$ cat config.mk
export PLATFORM = sky130hd
export DESIGN_NAME = cpu_sequencer
export DESIGN_NICKNAME = d
export VERILOG_FILES = /design/src/rtl/cpu_pkg.sv /design/src/rtl/fetch_timer.sv /design/src/rtl/cpu_sequencer.sv
export SDC_FILE = /design/constraint.sdc
export NUM_CORES = 1
export LEC_CHECK = 0
export BUFFER_PORTS_ARGS = -buffer_cell sky130_fd_sc_hd__buf_4
export CAP_MARGIN = 30
export CORE_MARGIN = 3
export CORE_UTILIZATION = 30
export CTS_CLUSTER_DIAMETER = 150
export CTS_CLUSTER_SIZE = 8
export DETAILED_ROUTE_END_ITERATION = 10
export PLACE_DENSITY = 0.57
export SLEW_MARGIN = 20
export SYNTH_ARGS = -nofsm -noshare
export SYNTH_HDL_FRONTEND = slang
export SYNTH_SLANG_ARGS = --single-unit
$ cat constraint.sdc
create_clock -name clk -period 2 [get_ports clk]
set_input_delay 0.2 -clock clk [delete_from_list [all_inputs] [get_ports clk]]
set_output_delay 0.2 -clock clk [all_outputs]
set_load 0.02 [all_outputs]
$ cat src/rtl/cpu_pkg.sv
// cpu_pkg
//   Shared definitions for the CPU sequencer slice: default datapath width,
//   instruction opcode field position and values, and the sequencer FSM
//   state encoding (also visible on the sequencer's state port).
package cpu_pkg;

  // Default width of program counter and instruction word
  localparam int CPU_PC_W = 16;

  // Opcode field occupies the top nibble of the instruction word
  localparam int OPC_MSB = 15;
  localparam int OPC_LSB = 12;
  localparam int OPC_W   = 4;

  localparam logic [OPC_W-1:0] OPC_NOP  = 4'h0;
  localparam logic [OPC_W-1:0] OPC_ADD  = 4'h1;
  localparam logic [OPC_W-1:0] OPC_HALT = 4'hF;

  typedef enum logic [2:0] {
    ST_IDLE   = 3'd0,
    ST_FETCH  = 3'd1,
    ST_DECODE = 3'd2,
    ST_EXEC   = 3'd3,
    ST_WB     = 3'd4,
    ST_HALT   = 3'd5,
    ST_ERROR  = 3'd6
  } state_t;

endpackage

$ cat src/rtl/fetch_timer.sv
// fetch_timer
//   Counts FETCH cycles that pass without an instruction-memory acknowledge.
//   Ports:
//     clk     - rising-edge clock
//     reset   - synchronous, active-low reset
//     clear   - synchronous clear (held while the sequencer is not fetching)
//     enable  - count one more unacknowledged fetch cycle
//     expired - the current fetch cycle is the LIMIT-th one; if it also ends
//               without an acknowledge the fetch has timed out
module fetch_timer #(
  parameter int LIMIT = 15
) (
  input  logic clk,
  input  logic reset,
  input  logic clear,
  input  logic enable,
  output logic expired
);

  localparam int            CW   = (LIMIT < 2) ? 1 : $clog2(LIMIT);
  localparam logic [CW-1:0] LAST = CW'(LIMIT - 1);

  logic [CW-1:0] count;

  // count holds the number of earlier fetch cycles that ended without ack;
  // it saturates at LAST so it can never wrap back to a small value
  always_ff @(posedge clk) begin
    if (!reset) begin
      count <= {CW{1'b0}};
    end else if (clear) begin
      count <= {CW{1'b0}};
    end else if (enable && !expired) begin
      count <= count + {{(CW-1){1'b0}}, 1'b1};
    end else begin
      count <= count;
    end
  end

  assign expired = (count == LAST);

endmodule

$ cat src/rtl/cpu_sequencer.sv
// cpu_sequencer
//   Multi-cycle instruction sequencer: FETCH -> DECODE -> EXEC -> WB, with
//   free-running (run) or single-step (step) operation, fetch timeout into
//   a terminal ERROR state and a terminal HALT state for halt instructions.
//   Ports:
//     clk, reset           - clock; synchronous active-low reset
//     run, step            - free-run level; single-instruction pulse (IDLE only)
//     imem_req/addr        - fetch request and address (= pc), FETCH only
//     imem_ack/rdata       - fetch acknowledge and instruction data
//     halt_dec             - external decode: IR holds a halt instruction
//     regwrite_dec         - external decode: IR writes the register file
//     instr, pc            - instruction register, program counter
//     rf_we                - register-file write enable, WB cycle only
//     retired              - one-cycle pulse per completed instruction
//     instr_count          - saturating retired-instruction count
//     halted, err, state   - HALT flag, ERROR flag, FSM state encoding
module cpu_sequencer
  import cpu_pkg::*;
#(
  parameter int              PC_W          = CPU_PC_W,
  parameter logic [PC_W-1:0] RESET_PC      = {PC_W{1'b0}},
  parameter int              FETCH_TIMEOUT = 15
) (
  input  logic            clk,
  input  logic            reset,
  input  logic            run,
  input  logic            step,
  output logic            imem_req,
  output logic [PC_W-1:0] imem_addr,
  input  logic            imem_ack,
  input  logic [PC_W-1:0] imem_rdata,
  input  logic            halt_dec,
  input  logic            regwrite_dec,
  output logic [PC_W-1:0] instr,
  output logic [PC_W-1:0] pc,
  output logic            rf_we,
  output logic            retired,
  output logic [15:0]     instr_count,
  output logic            halted,
  output logic            err,
  output logic [2:0]      state
);

  state_t fsm;
  logic   timer_clear;
  logic   timer_enable;
  logic   fetch_expired;

  // Timer restarts on every FETCH entry because it is held clear elsewhere
  assign timer_clear  = (fsm != ST_FETCH);
  assign timer_enable = (fsm == ST_FETCH) && !imem_ack;

  fetch_timer #(
    .LIMIT (FETCH_TIMEOUT)
  ) u_fetch_timer (
    .clk     (clk),
    .reset   (reset),
    .clear   (timer_clear),
    .enable  (timer_enable),
    .expired (fetch_expired)
  );

  assign imem_addr = pc;
  assign state     = fsm;

  // Sequencer FSM; all outputs are registered and reflect the state entered.
  always_ff @(posedge clk) begin
    if (!reset) begin
      fsm         <= ST_IDLE;
      pc          <= RESET_PC;
      instr       <= {PC_W{1'b0}};
      instr_count <= 16'h0000;
      imem_req    <= 1'b0;
      rf_we       <= 1'b0;
      retired     <= 1'b0;
      halted      <= 1'b0;
      err         <= 1'b0;
    end else begin
      imem_req <= 1'b0;
      rf_we    <= 1'b0;
      retired  <= 1'b0;
      case (fsm)
        ST_IDLE: begin
          // step alongside run is indistinguishable from plain run
          if (run || step) begin
            fsm      <= ST_FETCH;
            imem_req <= 1'b1;
          end else begin
            fsm <= ST_IDLE;
          end
        end
        ST_FETCH: begin
          // an ack in the last allowed cycle still completes the fetch
          if (imem_ack) begin
            instr <= imem_rdata;
            fsm   <= ST_DECODE;
          end else if (fetch_expired) begin
            fsm <= ST_ERROR;
            err <= 1'b1;
          end else begin
            fsm      <= ST_FETCH;
            imem_req <= 1'b1;
          end
        end
        ST_DECODE: begin
          if (halt_dec) begin
            fsm    <= ST_HALT;
            halted <= 1'b1;
          end else begin
            fsm <= ST_EXEC;
          end
        end
        ST_EXEC: begin
          // regwrite_dec decodes IR, which is stable from DECODE onward, so
          // the value sampled here is the one that applies during WB
          fsm     <= ST_WB;
          rf_we   <= regwrite_dec;
          retired <= 1'b1;
        end
        ST_WB: begin
          pc <= pc + {{(PC_W-1){1'b0}}, 1'b1};
          if (instr_count != 16'hFFFF) begin
            instr_count <= instr_count + 16'h0001;
          end else begin
            instr_count <= instr_count;
          end
          if (run) begin
            fsm      <= ST_FETCH;
            imem_req <= 1'b1;
          end else begin
            fsm <= ST_IDLE;
          end
        end
        ST_HALT: begin
          fsm    <= ST_HALT;
          halted <= 1'b1;
        end
        ST_ERROR: begin
          fsm <= ST_ERROR;
          err <= 1'b1;
        end
        default: begin
          fsm    <= ST_IDLE;
          halted <= 1'b0;
          err    <= 1'b0;
        end
      endcase
    end
  end

endmodule

After elaboration in Yosys (flattened, before gate mapping)
Index checks and enable logic that the tools add are counted.
Operators by class
  reduce and logical (&&, ||, !) cells: 14
  equality and inequality tests: 12
  bitwise logic cells: 3
  mux-type cells: 17
  add/subtract/negate cells: 3
Operators by type and width (number)
  adder 16 x 1 -> 16 bit, second input constant: 2
  one-hot mux 3 bit (7 select lines): 1
  != test 16 bit, second input constant: 1
  2-to-1 mux 1 bit: 10
  OR reduction 5 bit: 2
  equality test 3 bit, second input constant: 3
  2-to-1 mux 3 bit: 3
  one-hot mux 1 bit (3 select lines): 3
  AND reduction 2 bit: 4
  equality test 3 x 2 -> 1 bit, second input constant: 2
  adder 4 x 1 -> 4 bit, second input constant: 1
  equality test 4 bit, second input constant: 1
  != test 2 bit, second input constant: 2
  equality test 3 x 1 -> 1 bit, second input constant: 1
  logical NOT 3 bit: 1
  != test 3 x 1 -> 1 bit, second input constant: 1
  NOT 1 bit: 3
  AND reduction 3 bit: 1
  logical AND 1 bit: 2
  logical NOT 1 bit: 2
  != test 2 x 1 -> 1 bit, second input constant: 1
  OR reduction 2 bit: 1
  logical OR 1 bit: 1
Word-level totals
  input bits: 23
  register bits: 60
  output and inout port bits: 72

Depth between registers and ports, before layout
  depth after elaboration: 4
  mapped depth: 6
  depth with buffers taken out: 6

Hierarchy
From an unflattened synthesis, not the netlist that was laid out.
Unflattened totals
  cells, all modules: 338
  area total of the unflattened synthesis: 2803.9 µm²
Modules (own cells, without submodules)
  cpu_sequencer: sequential area each 1121.1 µm², area each 2593.7 µm², cells each 315, times used 1
  fetch_timer: sequential area each 80.1 µm², area each 210.2 µm², cells each 23, times used 1

Least setup slack after synthesis
Ideal clock, no wire load.
  path kind: reg-to-reg
  start: register pc[0] (netlist: imem_addr[0])
  end: register pc[14] (netlist: imem_addr[14])
  arrival: 1.830 ns
  path slack: 0.099 ns
  data required time: 1.930 ns
  cell stages (with the launch flop): 6
  clock period less this slack: 1.901 ns
  path buffers: 0
  path through: dfxtp_1 > ha_1 > inv_1 > or4_4 > or3_1 > a21oi_1
On the way
  word-level cells in the longest chain between the ends: 1
Ends and longest elaborated chain
  start, declared: RTL line cpu_sequencer.sv:35  | output logic [PC_W-1:0] pc,
  start signal, assigned: RTL line cpu_sequencer.sv:121  | pc <= pc + {{(PC_W-1){1'b0}}, 1'b1};
  adder 16 x 1 -> 16 bit: RTL line cpu_sequencer.sv:121
No other way between the ends.
A chain may end at the register's enable or synchronous reset.

Final worst setup path
  start: register instr_count[1]
  end: register instr_count[0]
On the way
  word-level cells in the longest chain between the ends: 2
Ends and longest elaborated chain
  start, declared: RTL line cpu_sequencer.sv:38  | output logic [15:0] instr_count,
  start signal, assigned: RTL line cpu_sequencer.sv:123  | instr_count <= instr_count + 16'h0001;
  start signal, assigned: RTL line cpu_sequencer.sv:125  | instr_count <= instr_count;
  != test 16 bit: RTL line cpu_sequencer.sv:122  | if (instr_count != 16'hFFFF) begin
  AND reduction 2 bit (no source line)
No other way between the ends.

==> reports/results.ini <==
[floorplanning]
die-area_sq_mm=0.01041
core.rowCount=34
core_sq_mm=0.008848
initial_core_util_pct=31.25
io_pins=95
die_w_microns=102.0
die-height_microns=102.0

[clocking]
clk_pin_slew_worst_paths_ns=0.06
cts_buffers=9
clock_latency_ns=0.34
clock_path_buffers=2
cts_tree=yes
cts-root-buf=clkbuf_8
htree_levels=3
cts-resized-gates=0
postCtsHoldBufs=0
clkSinkCount=60

[power]
combinationalPowerShare_pct=8.3
intPower_mw=2.222
clock_power_share_pct=48.3
switching_share_pct=22.10
p_seq_share_pct=43.4
powerDensity_mw_per_mm2=750.8
p_switching_uw=630.4
irDropWorstVdd_v=0.0003025
leakagePower_nw=1.556

[synthesis]
yosysWarnings=0
synth_xor_xnor_area_share_pct=3.801
muxShareOfSynthArea_pct=2.534
synthAdderAreaFrac_pct=1.810
synth_ff_type=dfxtp_1
synth_top_family_by_area=simple AND/OR/NAND/NOR gates
syn-num-nets=357
synth-seq-cells=60
synth_compound_area_share_pct=13.08
synth_area_per_cell_sq_um=8.379
synth-edff-count=0
syn_area_sq_mm=0.002765
synthCells=330
synth.distinct_cells=43
synthSimpleGateAreaFrac_pct=27.60
seq_area_frac_synth_pct=43.44
async_reset_ff_share_pct=0

[timing]
tightestPinTransition_ns=0.5822
setup_viol=0
final_max_slew_viol_count=0
finClkSkew_ns=0.01055
hold_viol=0
period_needed_ns=1.837
min_period_over_period_pct=91.86
rsz0062_at_grt=false
fmax_mhz=544.3
slew_headroom_pct=60.64
setup_slack_ns=0.1627
fin_setup_tns_ns=0

[cells_and_area]
drive_above_1_share_pct=30.91
syn_to_final_growth_pct=37.42
n_antenna_cell=0
multi_input_area_sq_mm=0.001350
finalNetCount=449
register_area_sq_mm=0.001201
mostFrequentLayoutCells=buf_4, dfxtp_1, nand2_1
final_common_cell=buf_4
num-fill-cells=928
stdcell_area_sq_mm=0.003800

[min_path]
min_to=rf_we
hold_path.class=input port to flip-flop
worstHoldStart=regwrite_dec
min_path_cells=2

[detailed_routing]
drt-initial-drc-count=94
drc=0
dr.pass1.iters=4
post_drt_wl_per_cell_microns=12.95
postRouteAntennaNets=0
vias_per_cell=4.869
vias=2605
drt_wl_total_microns=6930

[placed_design]
port_buffers=94
place_congestion=0.7463
place_hpwl_microns=4950
dp_slack_ns=0.06169
post_dp_cell_area_sq_mm=0.003527

[critical_path]
critPathLaunchType=flip-flop
cp-end-kind=flip-flop
timing.rr.start=instr_count[1]
critPathRequiredTime_ns=2.21
reg2reg_depth=5
worstPathArrival_ns=2.05
path_class=flip-flop to flip-flop
rrSetupSlack_ns=0.16
r2r_end=instr_count[0]
crit_fanout=5

[global_routing]
grt-ovfl-total=0
first_global_vias=2402
antenna_found_initial=0
grt_max_degree=22
grt_util_all_layers_pct=13.47
grt_pass1_wl_microns=11210

[run]
drv_cap=0

[status]
status=complete, no violations

cells by family (layout without fill, tap and decap cells):
kind of cell,after synthesis,after routing
AO/OA/AOI/OAI,62,62
XOR/XNOR,12,12
adder cells (fa/ha/maj),4,4
buffers and inverters,38,135
flip-flops,60,60
multiplexers,7,7
AND/OR/NAND/NOR,147,147
flip-flops by register name, summed over array words and instances, names as in the netlist:
name                 flops
imem_addr               16
err                      1
instr_count             16
state                    3
retired                  1
imem_req                 1
rf_we                    1
instr                   16
halted                   1
u_fetch_timer.count      4
final cells by class:
class	instances	share of cell area, %
Tap cell	108	3.556
Inverter	8	0.7903
Clock buffer	12	4.083
Sequential cell	60	31.61
Clock inverter	4	2.502
Multi-Input combinational cell	232	35.53
Timing Repair Buffer	111	21.93
worst max-delay path by stage:
stage	from	end	slack [ns]	cells past startpoint
finish	instr_count[1]	instr_count[0]	0.16	5
global route	instr_count[0]	instr_count[0]	0.007	5
CTS	state[2]	instr_count[13]	0.04	4
detailed placement	state[2]	instr_count[7]	0.06	4
global placement	state[2]	instr_count[13]	0.12	4
floorplan	imem_addr[0]	imem_addr[14]	0.1	5
cells in the mapped netlist (2+ instances only):
library cell	n	area (sq um)
dfxtp_1	60	1201
nand2_1	54	202.7
a21oi_1	34	170.2
nor2_1	23	86.33
buf_4	16	120.1
nand3_1	14	70.07
nand4_1	10	62.56
clkbuf_1	9	33.78
nor3_1	9	45.04
o21ai_0	8	40.04
xor2_1	8	70.07
inv_1	7	26.28
mux2i_1	7	70.07
o31ai_1	6	45.04
or4_1	6	45.04
nand2b_1	5	31.28
or3_1	5	31.28
a211oi_1	4	30.03
a31oi_1	4	25.02
and3_1	4	25.02
ha_1	4	50.05
xnor2_1	4	35.03
and2_1	3	18.77
and4_1	3	26.28
buf_2	3	15.01
nor3b_1	2	15.01
o41ai_1	2	17.52
critical path, cell delays in order, from the launching register on:
cell     delay (ns)
dfxtp_1        0.39
ha_1           0.24
and4_1         0.26
nor4b_1        0.51
nor2b_1        0.17
mux2i_1        0.15
per-stage QoR:
stage / hold WS, ns / instances / power (mW) / utilization [%]
after floorplan: 0.3217 / 330 / 1.395 / -
after global placement: 0.4018 / 516 / 1.502 / 39.86
final: 0.06732 / 535 / 2.853 / 42.94
after global routing: 0.05922 / 535 / 2.977 / 42.94
after detailed placement: 0.4078 / 516 / 1.506 / 39.86
after CTS: 0.05515 / 532 / 2.886 / 42.69
what timing repair did:
action	in CTS	in global routing
hold endpoints to repair	0	0
buffers inserted	0	3
setup endpoints to repair	0	4
layer usage:
metal  up-vias  track usage (%)  share of wire, %
met5         -                0                 0
met4         0            5.449               1.7
met2        57            21.19                46
met1      1211            17.27                47
li1       1327                -                 -
met3        10            4.027               5.5
power by group through the flow:
stage | clock network [mW] | registers [mW] | logic [mW]
global route | 1.47 | 1.24 | 0.263
CTS | 1.41 | 1.24 | 0.240
floorplan | 0 | 1.30 | 0.0989
finish | 1.38 | 1.24 | 0.237
detailed placement | 0 | 1.27 | 0.240
global placement | 0 | 1.26 | 0.237
Note: power is estimated with default switching activity, not from simulation.
